`src/rtl/cpu_pkg.sv`:
```
// Shared types and RV32I major opcodes for the multi-cycle sequencer.
package cpu_pkg;

  typedef enum logic [2:0] {
    StFetch     = 3'd0,
    StFetchWait = 3'd1,
    StDecode    = 3'd2,
    StExecute   = 3'd3,
    StMemory    = 3'd4,
    StWriteback = 3'd5,
    StHalt      = 3'd6
  } seq_state_t;

  typedef enum logic [1:0] {
    CauseNone    = 2'b00,
    CauseEcall   = 2'b01,
    CauseIllegal = 2'b10,
    CauseTimeout = 2'b11
  } halt_cause_t;

  localparam logic [6:0] OP_LUI    = 7'b0110111;
  localparam logic [6:0] OP_AUIPC  = 7'b0010111;
  localparam logic [6:0] OP_JAL    = 7'b1101111;
  localparam logic [6:0] OP_JALR   = 7'b1100111;
  localparam logic [6:0] OP_BRANCH = 7'b1100011;
  localparam logic [6:0] OP_LOAD   = 7'b0000011;
  localparam logic [6:0] OP_STORE  = 7'b0100011;
  localparam logic [6:0] OP_IMM    = 7'b0010011;
  localparam logic [6:0] OP_REG    = 7'b0110011;
  localparam logic [6:0] OP_SYSTEM = 7'b1110011;

  // SYSTEM is handled separately as a halt, so it is not listed here.
  function automatic logic is_legal_op(logic [6:0] op);
    logic legal;
    case (op)
      OP_LUI, OP_AUIPC, OP_JAL, OP_JALR, OP_BRANCH,
      OP_LOAD, OP_STORE, OP_IMM, OP_REG: legal = 1'b1;
      default:                           legal = 1'b0;
    endcase
    return legal;
  endfunction

endpackage

```
`src/rtl/cpu_sequencer_if.sv`:
```
// Decoder/memory/datapath-facing signals of the sequencer.
interface cpu_sequencer_if;

  logic [6:0]  opcode;
  logic        wen_reg_dec;
  logic        wen_mem_dec;
  logic        mem_ready;
  logic        imem_rd_en;
  logic        ir_we;
  logic        dmem_rd_en;
  logic        dmem_wr_en;
  logic        reg_we;
  logic        pc_we;
  logic        halted;
  logic [1:0]  halt_cause;
  logic [2:0]  state_dbg;
  logic [31:0] instret;

  modport master (
    input  opcode, wen_reg_dec, wen_mem_dec, mem_ready,
    output imem_rd_en, ir_we, dmem_rd_en, dmem_wr_en, reg_we, pc_we,
    output halted, halt_cause, state_dbg, instret
  );

  modport slave (
    output opcode, wen_reg_dec, wen_mem_dec, mem_ready,
    input  imem_rd_en, ir_we, dmem_rd_en, dmem_wr_en, reg_we, pc_we,
    input  halted, halt_cause, state_dbg, instret
  );

endinterface

```
`src/rtl/mem_wait_timer.sv`:
```
// Counts consecutive not-ready cycles of a memory wait state.
module mem_wait_timer #(
  parameter int unsigned MAX = 15
) (
  input  logic clk,
  input  logic rst_n,
  input  logic clear,
  input  logic count_en,
  output logic expired
);

  localparam logic [7:0] LastIdx = 8'(MAX - 1);

  logic [7:0] count_q, count_d;

  always_comb begin
    count_d = count_q;
    if (clear) begin
      count_d = '0;
    end else if (count_en) begin
      count_d = count_q + 8'd1;
    end
  end

  always_ff @(posedge clk) begin
    if (!rst_n) begin
      count_q <= '0;
    end else begin
      count_q <= count_d;
    end
  end

  // High on the MAX-th consecutive not-ready cycle; a ready cycle never expires.
  assign expired = count_en && (count_q == LastIdx);

endmodule

```
`src/rtl/cpu_sequencer.sv`:
```
// Multi-cycle RV32I sequencer: steps each instruction and gates datapath strobes by state.
module cpu_sequencer
  import cpu_pkg::*;
#(
  parameter int unsigned MEM_WAIT_MAX = 15
) (
  input logic             clk,
  input logic             rst_n,
  cpu_sequencer_if.master bus
);

  seq_state_t  state_q, state_d;
  halt_cause_t cause_q, cause_d;
  logic [31:0] instret_q, instret_d;
  logic        in_wait;
  logic        expired;
  logic        is_load;
  logic        is_store;

  assign in_wait  = (state_q == StFetchWait) || (state_q == StMemory);
  assign is_load  = (bus.opcode == OP_LOAD);
  assign is_store = (bus.opcode == OP_STORE);

  mem_wait_timer #(
    .MAX(MEM_WAIT_MAX)
  ) u_timer (
    .clk      (clk),
    .rst_n    (rst_n),
    .clear    (!in_wait),
    .count_en (in_wait && !bus.mem_ready),
    .expired  (expired)
  );

  always_comb begin
    state_d   = state_q;
    cause_d   = cause_q;
    instret_d = instret_q;
    case (state_q)
      StFetch: state_d = StFetchWait;
      StFetchWait, StMemory: begin
        if (bus.mem_ready) begin
          state_d = (state_q == StFetchWait) ? StDecode : StWriteback;
        end else if (expired) begin
          state_d = StHalt;
          cause_d = CauseTimeout;
        end
      end
      StDecode: begin
        if (bus.opcode == OP_SYSTEM) begin
          state_d = StHalt;
          cause_d = CauseEcall;
        end else if (!is_legal_op(bus.opcode)) begin
          state_d = StHalt;
          cause_d = CauseIllegal;
        end else begin
          state_d = StExecute;
        end
      end
      StExecute: state_d = (is_load || is_store) ? StMemory : StWriteback;
      StWriteback: begin
        state_d   = StFetch;
        instret_d = instret_q + 32'd1;
      end
      StHalt: state_d = StHalt;
      default: begin
        state_d = StHalt;
        cause_d = CauseIllegal;
      end
    endcase
  end

  always_ff @(posedge clk) begin
    if (!rst_n) begin
      state_q   <= StFetch;
      cause_q   <= CauseNone;
      instret_q <= '0;
    end else begin
      state_q   <= state_d;
      cause_q   <= cause_d;
      instret_q <= instret_d;
    end
  end

  // Strobes are held low for the whole reset cycle, whatever the current state.
  always_comb begin
    bus.imem_rd_en = 1'b0;
    bus.ir_we      = 1'b0;
    bus.dmem_rd_en = 1'b0;
    bus.dmem_wr_en = 1'b0;
    bus.reg_we     = 1'b0;
    bus.pc_we      = 1'b0;
    if (rst_n) begin
      case (state_q)
        StFetch: bus.imem_rd_en = 1'b1;
        StFetchWait: begin
          bus.imem_rd_en = 1'b1;
          bus.ir_we      = bus.mem_ready;
        end
        StMemory: begin
          bus.dmem_rd_en = is_load;
          bus.dmem_wr_en = is_store && bus.wen_mem_dec;
        end
        StWriteback: begin
          bus.reg_we = bus.wen_reg_dec;
          bus.pc_we  = 1'b1;
        end
        default: ;
      endcase
    end
  end

  assign bus.halted     = (state_q == StHalt);
  assign bus.halt_cause = cause_q;
  assign bus.state_dbg  = state_q;
  assign bus.instret    = instret_q;

endmodule

```
`src/flat_wrapper.sv`:
```
// flat-port wrapper written by rule: the top's interface ports become plain ports
module cpu_sequencer_flat import cpu_pkg::*;
#(
  parameter int unsigned MEM_WAIT_MAX = 15
)
  (clk, rst_n, bus_opcode, bus_wen_reg_dec, bus_wen_mem_dec, bus_mem_ready, bus_imem_rd_en, bus_ir_we, bus_dmem_rd_en, bus_dmem_wr_en, bus_reg_we, bus_pc_we, bus_halted, bus_halt_cause, bus_state_dbg, bus_instret);
  cpu_sequencer_if bus_i ();
  input logic clk;
  input logic rst_n;
  input wire logic [$bits(bus_i.opcode)-1:0] bus_opcode;
  input wire logic [$bits(bus_i.wen_reg_dec)-1:0] bus_wen_reg_dec;
  input wire logic [$bits(bus_i.wen_mem_dec)-1:0] bus_wen_mem_dec;
  input wire logic [$bits(bus_i.mem_ready)-1:0] bus_mem_ready;
  output wire logic [$bits(bus_i.imem_rd_en)-1:0] bus_imem_rd_en;
  output wire logic [$bits(bus_i.ir_we)-1:0] bus_ir_we;
  output wire logic [$bits(bus_i.dmem_rd_en)-1:0] bus_dmem_rd_en;
  output wire logic [$bits(bus_i.dmem_wr_en)-1:0] bus_dmem_wr_en;
  output wire logic [$bits(bus_i.reg_we)-1:0] bus_reg_we;
  output wire logic [$bits(bus_i.pc_we)-1:0] bus_pc_we;
  output wire logic [$bits(bus_i.halted)-1:0] bus_halted;
  output wire logic [$bits(bus_i.halt_cause)-1:0] bus_halt_cause;
  output wire logic [$bits(bus_i.state_dbg)-1:0] bus_state_dbg;
  output wire logic [$bits(bus_i.instret)-1:0] bus_instret;
  assign bus_i.opcode = bus_opcode;
  assign bus_i.wen_reg_dec = bus_wen_reg_dec;
  assign bus_i.wen_mem_dec = bus_wen_mem_dec;
  assign bus_i.mem_ready = bus_mem_ready;
  assign bus_imem_rd_en = bus_i.imem_rd_en;
  assign bus_ir_we = bus_i.ir_we;
  assign bus_dmem_rd_en = bus_i.dmem_rd_en;
  assign bus_dmem_wr_en = bus_i.dmem_wr_en;
  assign bus_reg_we = bus_i.reg_we;
  assign bus_pc_we = bus_i.pc_we;
  assign bus_halted = bus_i.halted;
  assign bus_halt_cause = bus_i.halt_cause;
  assign bus_state_dbg = bus_i.state_dbg;
  assign bus_instret = bus_i.instret;
  cpu_sequencer #(.MEM_WAIT_MAX(MEM_WAIT_MAX)) u_core (.clk(clk), .rst_n(rst_n), .bus(bus_i));
endmodule
```
`config.mk`:
```
export PLATFORM = sky130hd
export DESIGN_NAME = cpu_sequencer_flat
export DESIGN_NICKNAME = d
export VERILOG_FILES = /design/src/rtl/cpu_pkg.sv /design/src/rtl/cpu_sequencer_if.sv /design/src/rtl/mem_wait_timer.sv /design/src/rtl/cpu_sequencer.sv /design/src/flat_wrapper.sv
export SDC_FILE = /design/constraint.sdc
export NUM_CORES = 1
export LEC_CHECK = 0
export CELL_PAD_IN_SITES_DETAIL_PLACEMENT = 1
export CELL_PAD_IN_SITES_GLOBAL_PLACEMENT = 2
export CORE_MARGIN = 5
export CORE_UTILIZATION = 31
export DETAILED_ROUTE_END_ITERATION = 10
export PLACE_DENSITY_LB_ADDON = 0.1
export RECOVER_POWER = 50
export SLEW_MARGIN = 20
export SYNTH_ARGS = -nofsm -noshare
export SYNTH_HDL_FRONTEND = slang
export SYNTH_HIERARCHICAL = 1
export SYNTH_SLANG_ARGS = --single-unit
```
`constraint.sdc`:
```
create_clock -name clk -period 4.7 [get_ports clk]
set_input_delay 0.94 -clock clk [delete_from_list [all_inputs] [get_ports clk]]
set_output_delay 0.94 -clock clk [all_outputs]
set_load 0.005 [all_outputs]
```
==> impl_results.rst <==
.. list-table::
   :header-rows: 1

   * - Metric
     - Value
   * - Outcome
     - finished, violations left
   * - Violations in the final reports
     - max-capacitance violations, max-slew violations
   * - Fraction of the core area covered by cells at the end of the flow
     - 41.73%
   * - Min cycle time layout
     - 3.642 ns
   * - Die boundary width
     - approximately 96 um
   * - Count of nets left with antenna violations after detail routing
     - 0
   * - Avg Inst Size Synth
     - approximately 8.6 um^2
   * - Max capacitance violation total
     - 1
   * - Setup TNS after final layout
     - 0 ns
   * - Total length of routed wires
     - between 5 and 6 mm
   * - Cts hold-fix bufs
     - 0
   * - Via count of the first global-routing pass
     - 2001
   * - Source-to-sink clock delay at the later pin of the worst-skew pair
     - 0.30 ns
   * - Post-Syn Instances
     - 270
   * - Required time of the worst setup path
     - approximately 3.8 ns
   * - Cell count after placement
     - between 400 and 500
   * - Number of buffers inserted during clock tree synthesis
     - 5
   * - Count of pins on the block boundary
     - 56
   * - Number of different library cells in the post-synthesis netlist
     - 43
   * - Unrepaired setup endpoints after global routing
     - false
   * - Diodes inserted
     - 0
   * - Largest net degree at the start of global routing
     - between 40 and 50
   * - Count of warnings emitted by yosys
     - 6
   * - RD Place Congestion
     - ~0.7
   * - Count of input and output buffers
     - 55
   * - Starting DRC count in detailed routing
     - 46
   * - Pleak
     - around 1.2 nW
   * - Clk Tree Root Cell
     - clkbuf_8
   * - Count of final setup violators
     - 0
   * - Worst min-delay path category
     - reg2reg
   * - Headroom to the max-slew limit
     - -2.077%
   * - Synthesis-stage register bit count
     - between 40 and 50
   * - Layout Area Growth over Synthesis
     - 30.76%
   * - Congestion Overflow GR
     - 0
   * - Async S/R FF share, synth
     - 0%
   * - Vertical die dimension
     - around 96 um
   * - Fraction of the yosys area taken by sequential cells
     - between 30% and 40%
   * - Startpoint types
     - input pin
   * - Cells resized by post-CTS repair
     - 0
   * - Non-filler instance count after layout
     - ~420
   * - Arrival time at the worst endpoint
     - about 2.7 ns
   * - Detailed placer's ending HPWL
     - between 4 and 5 mm
   * - Vias
     - 2093
   * - Combined global-route utilization of all metal layers
     - approximately an eighth
   * - Worst hold margin
     - ~0.49 ns
   * - Final number of hold-violating endpoints
     - 0
   * - Total Die Area
     - 9295 um^2
   * - Number of enable-type register cells in the synthesized netlist
     - 0
   * - Commonest register cell after synthesis
     - dfxtp_1
   * - Max FO, Critical Path
     - 3
   * - H-tree levels
     - 2
   * - P per Cell Area
     - 247.5 nW/um^2
   * - Number of nets at the end of the flow
     - 336
   * - # rows
     - 31
   * - Initial antenna violation count
     - 0
   * - Fmax
     - 274.6 MHz
   * - Critical Setup Path Class
     - in2out
   * - Global-route wire length before repair
     - ~9.8 mm
   * - Element type at the critical path end
     - output pin
   * - Final cycle utilization of the critical path
     - between 70 and 80%
   * - Number of vias per cell
     - approximately 5.0
   * - Core ar.
     - 7253 um^2
   * - Total setup buffers inserted after CTS
     - 0
   * - Routed WL per cell
     - approximately 14 um
   * - Total nets after synthesis
     - approximately 290
   * - TritonCTS clock tree
     - built
   * - CTS max path bufs
     - 2
   * - DR DRC count
     - 0
   * - Worst vdd rail ir drop
     - approximately 120 uV
   * - Share of layout cells above drive strength 1
     - 4.348%
   * - TritonCTS sink count
     - between 40 and 50
   * - First drt pass iteration count
     - 4
   * - Slew of the pin with the lowest slew margin
     - 1.531 ns
   * - Starting density of the core
     - between 30% and 40%
   * - Post-synth design cell area
     - ~2300 um^2
   * - Clock slew seen by the registers of the worst setup and hold paths
     - 0.08 ns
   * - Final-report max-slew violation count
     - 43
   * - Clock tree skew after final layout
     - roughly 0.007 ns
per-stage QoR:
| step | power [W] | area [um^2] | worst slack, ns |
|---|---|---|---|
| 5_1_grt | 0.0007961 | 3027 | 0.8478 |
| 3_5_place_dp | 0.0005246 | 2947 | 1.069 |
| 3_3_place_gp | 0.0005254 | 2947 | 1.079 |
| 6_report | 0.0007491 | 3027 | 1.058 |
| 2_1_floorplan | 0.0004741 | 2315 | 2.155 |
| 4_1_cts | 0.0007719 | 3030 | 1.035 |
cells by family after synthesis:
group,share of synthesized area [%]
buffers and inverters,3.459
DFF,38.92
adders and majority gates,1.622
xor gates and xnor gates,11.35
muxes,2.162
AOI/OAI and AO/OA,7.243
and+or+nand+nor,35.24
path summary, 6_finish.rpt:
kind | startpoint | to | slack [ns] | cells past startpoint
setup / recovery | bus_opcode[3] | bus_dmem_wr_en | 1.06 | 6
hold / removal | u_core/bus.instret[31] | u_core/bus.instret[31] | 0.49 | 2
setup reg to reg | u_core/bus.state_dbg[2] | u_core/bus.state_dbg[0] | 2.04 | 9
hold reg to reg | u_core/bus.instret[31] | u_core/bus.instret[31] | 0.49 | 2
where the power goes:
group          internal (W)  total (W)  switching [W]
sequential         0.000391   0.000410      0.0000190
clock              0.000105   0.000237       0.000132
combinational     0.0000545   0.000102      0.0000477
total              0.000550   0.000749       0.000199
flip-flops by register name (all words and copies together) (netlist names):
name / count
u_core/bus.instret: 32
u_core/bus.halt_cause: 2
u_core/u_timer/count_q: 8
u_core/bus.state_dbg: 3
layer usage:
metal,GRT usage [%],share of wire (%),vias up
li1,-,-,1045
met1,16.41,46,1005
met2,23.23,49,39
met3,3.253,4.2,4
met4,3.505,0.75,0
met5,0,0,-
placed cells by master, fill, tap and decap left out, types with 3 or more instances in the layout:
cell type / count
a211oi_1: 3
a21oi_1: 7
and2_0: 3
and2_1: 24
and3_1: 7
and4_1: 3
clkbuf_1: 3
clkbuf_8: 5
clkdlybuf4s50_1: 36
dfxtp_1: 45
dlygate4sd3_1: 19
ha_1: 3
inv_1: 5
mux2i_1: 5
nand2_1: 19
nand2b_1: 7
nand3_1: 15
nand4_1: 11
nor2_1: 17
nor2b_1: 6
nor3_1: 3
nor4_1: 12
o21ai_0: 7
xnor2_1: 8
xor2_1: 22
synth_stat cells (2+ instances only):
cell / number / share of area, %
nor2b_1: 6 / 1.6
a211oi_1: 3 / 0.97
and3_1: 7 / 1.9
nand3_2: 2 / 0.86
a21oi_1: 7 / 1.5
mux2i_1: 5 / 2.2
xor2_1: 22 / 8.3
xnor2_1: 8 / 3.0
and4_1: 3 / 1.1
nand2b_1: 7 / 1.9
clkbuf_1: 11 / 1.8
nor2_1: 17 / 2.8
o21a_1: 2 / 0.65
nand2_1: 19 / 3.1
nor3_1: 3 / 0.65
or3_1: 2 / 0.54
nand3_1: 15 / 3.2
ha_1: 3 / 1.6
or4_1: 2 / 0.65
nand4_1: 11 / 3.0
inv_1: 5 / 0.81
o21ai_0: 7 / 1.5
and2_1: 27 / 7.3
dfxtp_1: 45 / 39
and4b_1: 2 / 0.86
nor4_1: 12 / 3.2
cell type report:
type / count / area, um^2
tap: 99 / 123.9
clock inverter: 1 / 7.507
timing repair buffer: 57 / 561.8
clock buffer: 7 / 76.32
multi-input combinational: 206 / 1334
fill: 881 / 4227
inverter: 6 / 22.52
sequential: 45 / 900.9
worst max-delay path: stages:
cell and delay, ns:
clkdlybuf4s50_1 0.44, nor2_1 0.14, nor4b_1 0.38, nand3_1 0.16, nor2_1 0.13, clkdlybuf4s50_1 0.51
No activity file was read; power rests on OpenSTA's default activity.
